File: src/rtl/wb_tia_audio.sv
// TIA-compatible multi-channel sound generator on a Wishbone slave port.
// Each channel has a frequency divider and poly/divider waveform logic. Channel outputs feed a volume mixer and a sigma-delta PDM bit.
module wb_tia_audio #(
  parameter int NUM_CHANNELS  = 2,
  parameter int WB_ADDR_WIDTH = 5,
  parameter int WB_DATA_WIDTH = 8,
  parameter int CLK_DIV       = 510,
  parameter int MIX_W         = 4 + $clog2(NUM_CHANNELS)
) (
  input  logic                     clk_i,
  input  logic                     rst_ni,
  input  logic                     stb_i,
  input  logic                     we_i,
  input  logic [WB_ADDR_WIDTH-1:0] adr_i,
  input  logic [WB_DATA_WIDTH-1:0] dat_i,
  output logic                     ack_o,
  output logic [WB_DATA_WIDTH-1:0] dat_o,
  output logic [MIX_W-1:0]         sample_o,
  output logic                     sample_valid_o,
  output logic                     pdm_o
);

  localparam int TICK_W = (CLK_DIV > 1) ? $clog2(CLK_DIV) : 1;
  localparam logic [WB_ADDR_WIDTH-1:0] CTRL_ADR = WB_ADDR_WIDTH'(3 * NUM_CHANNELS);

  logic [3:0] audc [NUM_CHANNELS];
  logic [4:0] audf [NUM_CHANNELS];
  logic [3:0] audv [NUM_CHANNELS];
  logic       enable;
  logic       lfsr_rst;

  logic [TICK_W-1:0] tick_cnt;
  logic              tick;
  logic              vld_p0;

  logic [4:0] div_cnt  [NUM_CHANNELS];
  logic [6:0] step_cnt [NUM_CHANNELS];
  logic [3:0] poly4    [NUM_CHANNELS];
  logic [4:0] poly5    [NUM_CHANNELS];
  logic [8:0] poly9    [NUM_CHANNELS];
  logic [NUM_CHANNELS-1:0] chan_out;

  logic [3:0] p4_nxt [NUM_CHANNELS];
  logic [4:0] p5_nxt [NUM_CHANNELS];
  logic [8:0] p9_nxt [NUM_CHANNELS];
  logic [NUM_CHANNELS-1:0] out_nxt;
  logic [NUM_CHANNELS-1:0] step_hit;

  logic [MIX_W-1:0]         mix_sum;
  logic [MIX_W-1:0]         pdm_acc;
  logic [MIX_W:0]           pdm_sum;
  logic [WB_DATA_WIDTH-1:0] rd_data;
  logic                     wr_en;
  logic                     unused_dat;

  function automatic logic [3:0] lfsr4(input logic [3:0] p);
    return {p[2:0], p[3] ^ p[2]};
  endfunction

  function automatic logic [4:0] lfsr5(input logic [4:0] p);
    return {p[3:0], p[4] ^ p[2]};
  endfunction

  function automatic logic [8:0] lfsr9(input logic [8:0] p);
    return {p[7:0], p[8] ^ p[4]};
  endfunction

  // Modes 2 and 3 gate the 4-bit poly; every other mode clocks it each step.
  function automatic logic poly4_adv(input logic [3:0] mode, input logic [6:0] sc,
                                     input logic p5_msb);
    case (mode)
      4'd2:    return (sc % 7'd15) == 7'd0;
      4'd3:    return p5_msb;
      default: return 1'b1;
    endcase
  endfunction

  function automatic logic wave_out(input logic [3:0] mode, input logic cur,
                                    input logic [6:0] sc, input logic p5_msb,
                                    input logic p4n, input logic p5n, input logic p9n);
    case (mode)
      4'd0, 4'd11:       return 1'b1;
      4'd1, 4'd2, 4'd3:  return p4n;
      4'd4, 4'd5:        return ~cur;
      4'd6, 4'd10:       return ((sc % 7'd31) == 7'd0) ? ~cur : cur;
      4'd7, 4'd9:        return p5n;
      4'd8:              return p9n;
      4'd12, 4'd13:      return ((sc % 7'd3) == 7'd0) ? ~cur : cur;
      4'd14:             return (sc == 7'd0) ? ~cur : cur;
      default:           return (((sc % 7'd3) == 7'd0) && p5_msb) ? ~cur : cur;
    endcase
  endfunction

  assign tick       = (tick_cnt == TICK_W'(CLK_DIV - 1));
  assign wr_en      = stb_i & we_i;
  assign pdm_sum    = {1'b0, pdm_acc} + {1'b0, sample_o};
  assign unused_dat = ^dat_i;

  always_comb begin
    rd_data = '0;
    for (int c = 0; c < NUM_CHANNELS; c++) begin
      if (adr_i == WB_ADDR_WIDTH'(3 * c))     rd_data = WB_DATA_WIDTH'(audc[c]);
      if (adr_i == WB_ADDR_WIDTH'(3 * c + 1)) rd_data = WB_DATA_WIDTH'(audf[c]);
      if (adr_i == WB_ADDR_WIDTH'(3 * c + 2)) rd_data = WB_DATA_WIDTH'(audv[c]);
    end
    if (adr_i == CTRL_ADR) rd_data = WB_DATA_WIDTH'(enable);
  end

  always_comb begin
    step_hit = '0;
    out_nxt  = '0;
    for (int c = 0; c < NUM_CHANNELS; c++) begin
      step_hit[c] = (div_cnt[c] >= audf[c]);
      p4_nxt[c]   = poly4_adv(audc[c], step_cnt[c], poly5[c][4]) ? lfsr4(poly4[c]) : poly4[c];
      p5_nxt[c]   = lfsr5(poly5[c]);
      p9_nxt[c]   = lfsr9(poly9[c]);
      out_nxt[c]  = wave_out(audc[c], chan_out[c], step_cnt[c], poly5[c][4],
                             p4_nxt[c][3], p5_nxt[c][4], p9_nxt[c][8]);
    end
  end

  always_comb begin
    mix_sum = '0;
    for (int c = 0; c < NUM_CHANNELS; c++) begin
      if (chan_out[c]) mix_sum = mix_sum + MIX_W'(audv[c]);
    end
  end

  always_ff @(posedge clk_i or negedge rst_ni) begin
    if (!rst_ni) begin
      ack_o          <= 1'b0;
      dat_o          <= '0;
      enable         <= 1'b1;
      lfsr_rst       <= 1'b0;
      tick_cnt       <= '0;
      vld_p0         <= 1'b0;
      sample_o       <= '0;
      sample_valid_o <= 1'b0;
      pdm_acc        <= '0;
      pdm_o          <= 1'b0;
      chan_out       <= '0;
      for (int c = 0; c < NUM_CHANNELS; c++) begin
        audc[c]     <= '0;
        audf[c]     <= '0;
        audv[c]     <= '0;
        div_cnt[c]  <= '0;
        step_cnt[c] <= '0;
        poly4[c]    <= 4'hF;
        poly5[c]    <= 5'h1F;
        poly9[c]    <= 9'h1FF;
      end
    end else begin
      ack_o <= stb_i;
      if (stb_i && !we_i) dat_o <= rd_data;

      lfsr_rst <= 1'b0;
      for (int c = 0; c < NUM_CHANNELS; c++) begin
        if (wr_en && adr_i == WB_ADDR_WIDTH'(3 * c))     audc[c] <= dat_i[3:0];
        if (wr_en && adr_i == WB_ADDR_WIDTH'(3 * c + 1)) audf[c] <= dat_i[4:0];
        if (wr_en && adr_i == WB_ADDR_WIDTH'(3 * c + 2)) audv[c] <= dat_i[3:0];
      end
      if (wr_en && adr_i == CTRL_ADR) begin
        enable   <= dat_i[0];
        lfsr_rst <= dat_i[1];
      end

      // p0: tick generation and channel stepping
      tick_cnt <= tick ? '0 : tick_cnt + 1'b1;
      vld_p0   <= tick;
      for (int c = 0; c < NUM_CHANNELS; c++) begin
        if (lfsr_rst) begin
          div_cnt[c]  <= '0;
          step_cnt[c] <= '0;
          poly4[c]    <= 4'hF;
          poly5[c]    <= 5'h1F;
          poly9[c]    <= 9'h1FF;
        end else if (tick && enable) begin
          if (step_hit[c]) begin
            div_cnt[c]  <= '0;
            step_cnt[c] <= (step_cnt[c] == 7'd92) ? 7'd0 : step_cnt[c] + 7'd1;
            poly4[c]    <= p4_nxt[c];
            poly5[c]    <= p5_nxt[c];
            poly9[c]    <= p9_nxt[c];
            chan_out[c] <= out_nxt[c];
          end else begin
            div_cnt[c] <= div_cnt[c] + 5'd1;
          end
        end
      end

      // p1: mixed sample, one cycle after the tick
      sample_valid_o <= vld_p0;
      if (vld_p0) sample_o <= enable ? mix_sum : '0;

      pdm_acc <= pdm_sum[MIX_W-1:0];
      pdm_o   <= pdm_sum[MIX_W];
    end
  end

endmodule
File: config.mk
export PLATFORM = sky130hd
export DESIGN_NAME = wb_tia_audio
export DESIGN_NICKNAME = d
export VERILOG_FILES = /design/src/rtl/wb_tia_audio.sv
export SDC_FILE = /design/constraint.sdc
export NUM_CORES = 1
export LEC_CHECK = 0
export ABC_AREA = 1
export BUFFER_PORTS_ARGS = -buffer_cell sky130_fd_sc_hd__buf_2
export CAP_MARGIN = 25
export CORE_MARGIN = 2
export CORE_UTILIZATION = 48
export DETAILED_ROUTE_END_ITERATION = 12
export PLACE_DENSITY = 0.77
export SLEW_MARGIN = 5
export SYNTH_ARGS = -nofsm -noshare
export SYNTH_HDL_FRONTEND = slang
export SYNTH_SLANG_ARGS = --single-unit
File: constraint.sdc
create_clock -name clk_i -period 3.23 [get_ports clk_i]
set_input_delay 0.323 -clock clk_i [delete_from_list [all_inputs] [get_ports clk_i]]
set_output_delay 0.323 -clock clk_i [all_outputs]
set_load 0.005 [all_outputs]
==> results.tsv <==
stage	metric	value	unit
outcome	status	finished with violations	
outcome	failing checks	negative hold slack, negative setup slack	
synthesis	number of synthesized flops with an enable pin	0	
global_routing	largest net degree at the start of global routing	64	
power	Leakage	5.56	nW
cells_and_area	Final Net Count	1407	
synthesis	register area share after synthesis	0.345	
sta	minimum hold slack	-19.9	ps
worst_setup_path	crit-path max FO	6	
place	post-DP HPWL	15.3	mm
power	pwr/cell area	379	nW/um^2
cts	clock-pin slew on the worst setup and hold paths	60	ps
power	Peak VDD IR	0.410	mV
drt	Iteration-0 DRC Markers	522	
synthesis	cell taking the most area after synthesis	dfrtp_1	
synthesis	Synth Instances	1210	
drt	DRC violations left	0	
worst_setup_path	Crit. End Element	register	
cts	CTS tree	built	
place	I/O Buffers	26	
cts	clock latency on the worst-skew pair	420	ps
drt	Total Wirelength	22.0	mm
worst_setup_path	Worst Setup EP	chan_out[0]	
synthesis	Post-Syn Area per Cell	7.18	um^2
cells_and_area	fill cell count	1481	
synthesis	Seq cells post-synth	118	
sta	setup slack after layout	-92.9	ps
worst_hold_path	hold crit path type	input pin to asynchronous set/reset pin	
global_routing	initial antenna violation count	0	
drt	Routed Antenna Nets	0	
cts	CTS sink count	118	
global_routing	first-pass GRT wire length	37.2	mm
worst_setup_path	Worst Path Arrival	3680	ps
place	gp weighted congestion	0.932	
synthesis	fraction of registers with async set/reset	1.00	
sta	Max Clk Rate	301	MHz
die	Starting Density	0.487	
power	Reg power frac	0.413	
worst_setup_path	Reg2Reg Depth	26	
run	Max-Cap Viols	0	
worst_setup_path	crit path from	step_cnt[9]	
global_routing	vias in the first global route	8283	
die	number of I/O pins	33	
worst_setup_path	r2r startpoint	step_cnt[9]	
cts	# H-tree levels	4	
sta	RSZ-0062 raised after global routing	true	
worst_setup_path	crit path kind	register to register	
drt	1st-pass router iterations	6	
power	Power Internal	3.08	mW
cts	CTS Buf Count	17	
die	die area	19200	um^2
sta	Slew Viols, Final	0	
synthesis	synth warn	0	
global_routing	Total GRT Usage	0.230	
drt	DR vias/cell	5.31	
sta	Setup violations, final	5	
synthesis	Post-Synthesis Cell Area	8680	um^2
cells_and_area	layout cells sized above 1	0.265	
worst_setup_path	R2R Setup Slk	-90	ps
die	die extent in y	139	um
power	Clock power frac	0.480	
sta	Hold Vio Cnt, Final	19	
power	power consumption	4.18	mW
cells_and_area	diode count	0	
cells_and_area	final core occ	0.618	
synthesis	ranking of synthesized cells by area	dfrtp_1 23%, nand2_1 14%, dfstp_2 11%	
worst_setup_path	Worst R2R End	chan_out[0]	
place	dpl cell area	9750	um^2
die	row cnt	49	
power	Combinational Power Share	0.108	
power	sw frac	0.262	
worst_setup_path	critical path launch point type	register	
drt	routed via count	8399	
sta	Final Skew	11.3	ps
synthesis	top-area cell type share of the netlist area	0.233	
die	core area	17800	um^2
cts	clock root cell	clkbuf_16	
power	Switch Pwr	1.10	mW
synthesis	Post-synth top flop	dfrtp_1	
sta	worst slew pin tran	794	ps
sta	Worst slew margin	0.471	
die	die width	139	um
sta	Tcrit/Tclk final	1.03	
synthesis	library cells used by synthesis	65	
cells_and_area	P&R area growth vs syn	26.9	%
cts	Longest Clk Path Bufs	2	
cts	CTS hold repair buffers	0	
drt	drt wl/cell	13.9	um
sta	minimum clock period	3320	ps
worst_setup_path	Worst Path Required	3590	ps
global_routing	GRT overflow	0	
cells_and_area	design area	11000	um^2
-- layout make-up --
class | instances | area [um^2] | area share
Timing Repair Buffer | 129 | 950 | 0.0862
Clock inverter | 9 | 98.8 | 0.00897
Inverter | 185 | 712 | 0.0646
Multi-Input combinational cell | 890 | 5430 | 0.492
Clock buffer | 23 | 543 | 0.0493
Tap cell | 229 | 287 | 0.0260
Sequential cell | 118 | 3000 | 0.273
-- power groups by stage --
stage	Clock, mW	Combinational (mW)	Sequential (mW)
3_3_place_gp	0	0.409	1.74
4_1_cts	2.02	0.444	1.72
2_1_floorplan	0	0.304	1.72
6_report	2.01	0.450	1.72
5_1_grt	2.09	0.516	1.74
3_5_place_dp	0	0.422	1.74
-- metal layers --
layer | track usage | share of wire | vias up
met1 | 0.286 | 0.43 | 3940
met2 | 0.399 | 0.51 | 180
met4 | 0.0934 | 0.031 | 0
li1 | - | - | 4217
met3 | 0.0391 | 0.035 | 62
met5 | 0 | 0 | -
-- per-stage QoR --
stage	cells	setup TNS, ps	setup WS [ps]
2_1_floorplan	1212	-5.16	-5.16
3_3_place_gp	1523	-334	-97.9
3_5_place_dp	1523	-852	-191
4_1_cts	1572	-44.7	-32.1
5_1_grt	1583	-1640	-434
6_report	1583	-254	-92.9
-- cells by family (layout without fill, tap and decap cells) --
kind of cell | Yosys count | after routing | synth area share
compound gates | 189 | 189 | 0.135
mux | 1 | 1 | 0.00158
simple gates | 618 | 618 | 0.322
xor+xnor | 30 | 30 | 0.0311
fa+ha+maj | 49 | 49 | 0.0723
flops | 118 | 118 | 0.345
other cells | 1 | 3 | 0.000432
buf+inv | 204 | 346 | 0.0916
-- worst max-delay path, stage by stage, from the launching register on --
cell and delay, ps:
dfrtp_2 460, ha_4 190, buf_6 120, nor2_4 140
inv_2 50, buf_4 140, nand3_4 110, nand4_1 170
buf_4 190, nand4_1 100, o211ai_1 150, buf_4 170
nor2_4 110, nand3_2 90, nand2_1 70, ha_1 230
nand2_2 70, o221ai_2 80, a21oi_1 110, nand2_1 60
nor2_1 80, nand3_1 80, nand2_1 60, nand2_1 60
nor2_1 80, nand2_1 60, nand2_1 50
-- registers in the layout, indices dropped and copies added, names as in the netlist --
signal          count
ack_o               1
audc                8
audf               10
audv                8
chan_out            2
dat_o               5
div_cnt            10
enable              1
lfsr_rst            1
p5_nxt              8
p9_nxt             16
pdm_acc             5
pdm_o               1
poly4               8
poly5               2
poly9               2
sample_o            5
sample_valid_o      1
step_cnt           14
tick_cnt            9
vld_p0              1
-- cells in the mapped netlist, types with 5 or more instances --
master,instances
a21oi_1,33
a31oi_1,8
buf_2,6
buf_4,6
clkbuf_1,6
clkinv_1,7
dfrtp_1,81
dfstp_2,37
ha_1,47
inv_1,160
inv_2,18
nand2_1,322
nand2_2,20
nand3_1,73
nand3_2,6
nand4_1,22
nor2_1,117
nor2_2,9
nor3_1,17
nor3b_1,5
o21a_1,8
o21ai_0,68
o21ai_1,16
o22a_1,12
o22ai_1,5
xnor2_1,12
xor2_1,17
-- layout by cell type, fill, tap and decap left out, drive strengths merged, types with 4 or more instances in the layout --
cell type	netlist	final
a211oi	4	4
a21o	4	4
a21oi	34	34
a31oi	8	8
buf	13	129
clkbuf	6	23
clkinv	7	12
dfrtp	81	81
dfstp	37	37
ha	47	47
inv	178	180
nand2	346	346
nand3	82	82
nand3b	4	4
nand4	27	27
nor2	128	128
nor3	17	17
nor3b	5	5
o21a	8	8
o21ai	89	89
o22a	12	12
o22ai	5	5
or2	6	6
xnor2	12	12
xor2	18	18
-- timing repair --
item,in CTS,in global routing
endpoints found under the setup margin,8,10
gates resized for setup,37,67
pin swaps,35,30
setup buffers,17,11
-- worst min-delay path by stage --
stage / depth (start not counted) / to / from
finish: 1 / ack_o / rst_ni
global route: 1 / ack_o / stb_i
CTS: 1 / sample_o[1] / rst_ni
detailed placement: 1 / ack_o / rst_ni
global placement: 1 / chan_out[0] / rst_ni
floorplan: 0 / ack_o / rst_ni
Note: power is estimated with default switching activity, not from simulation.
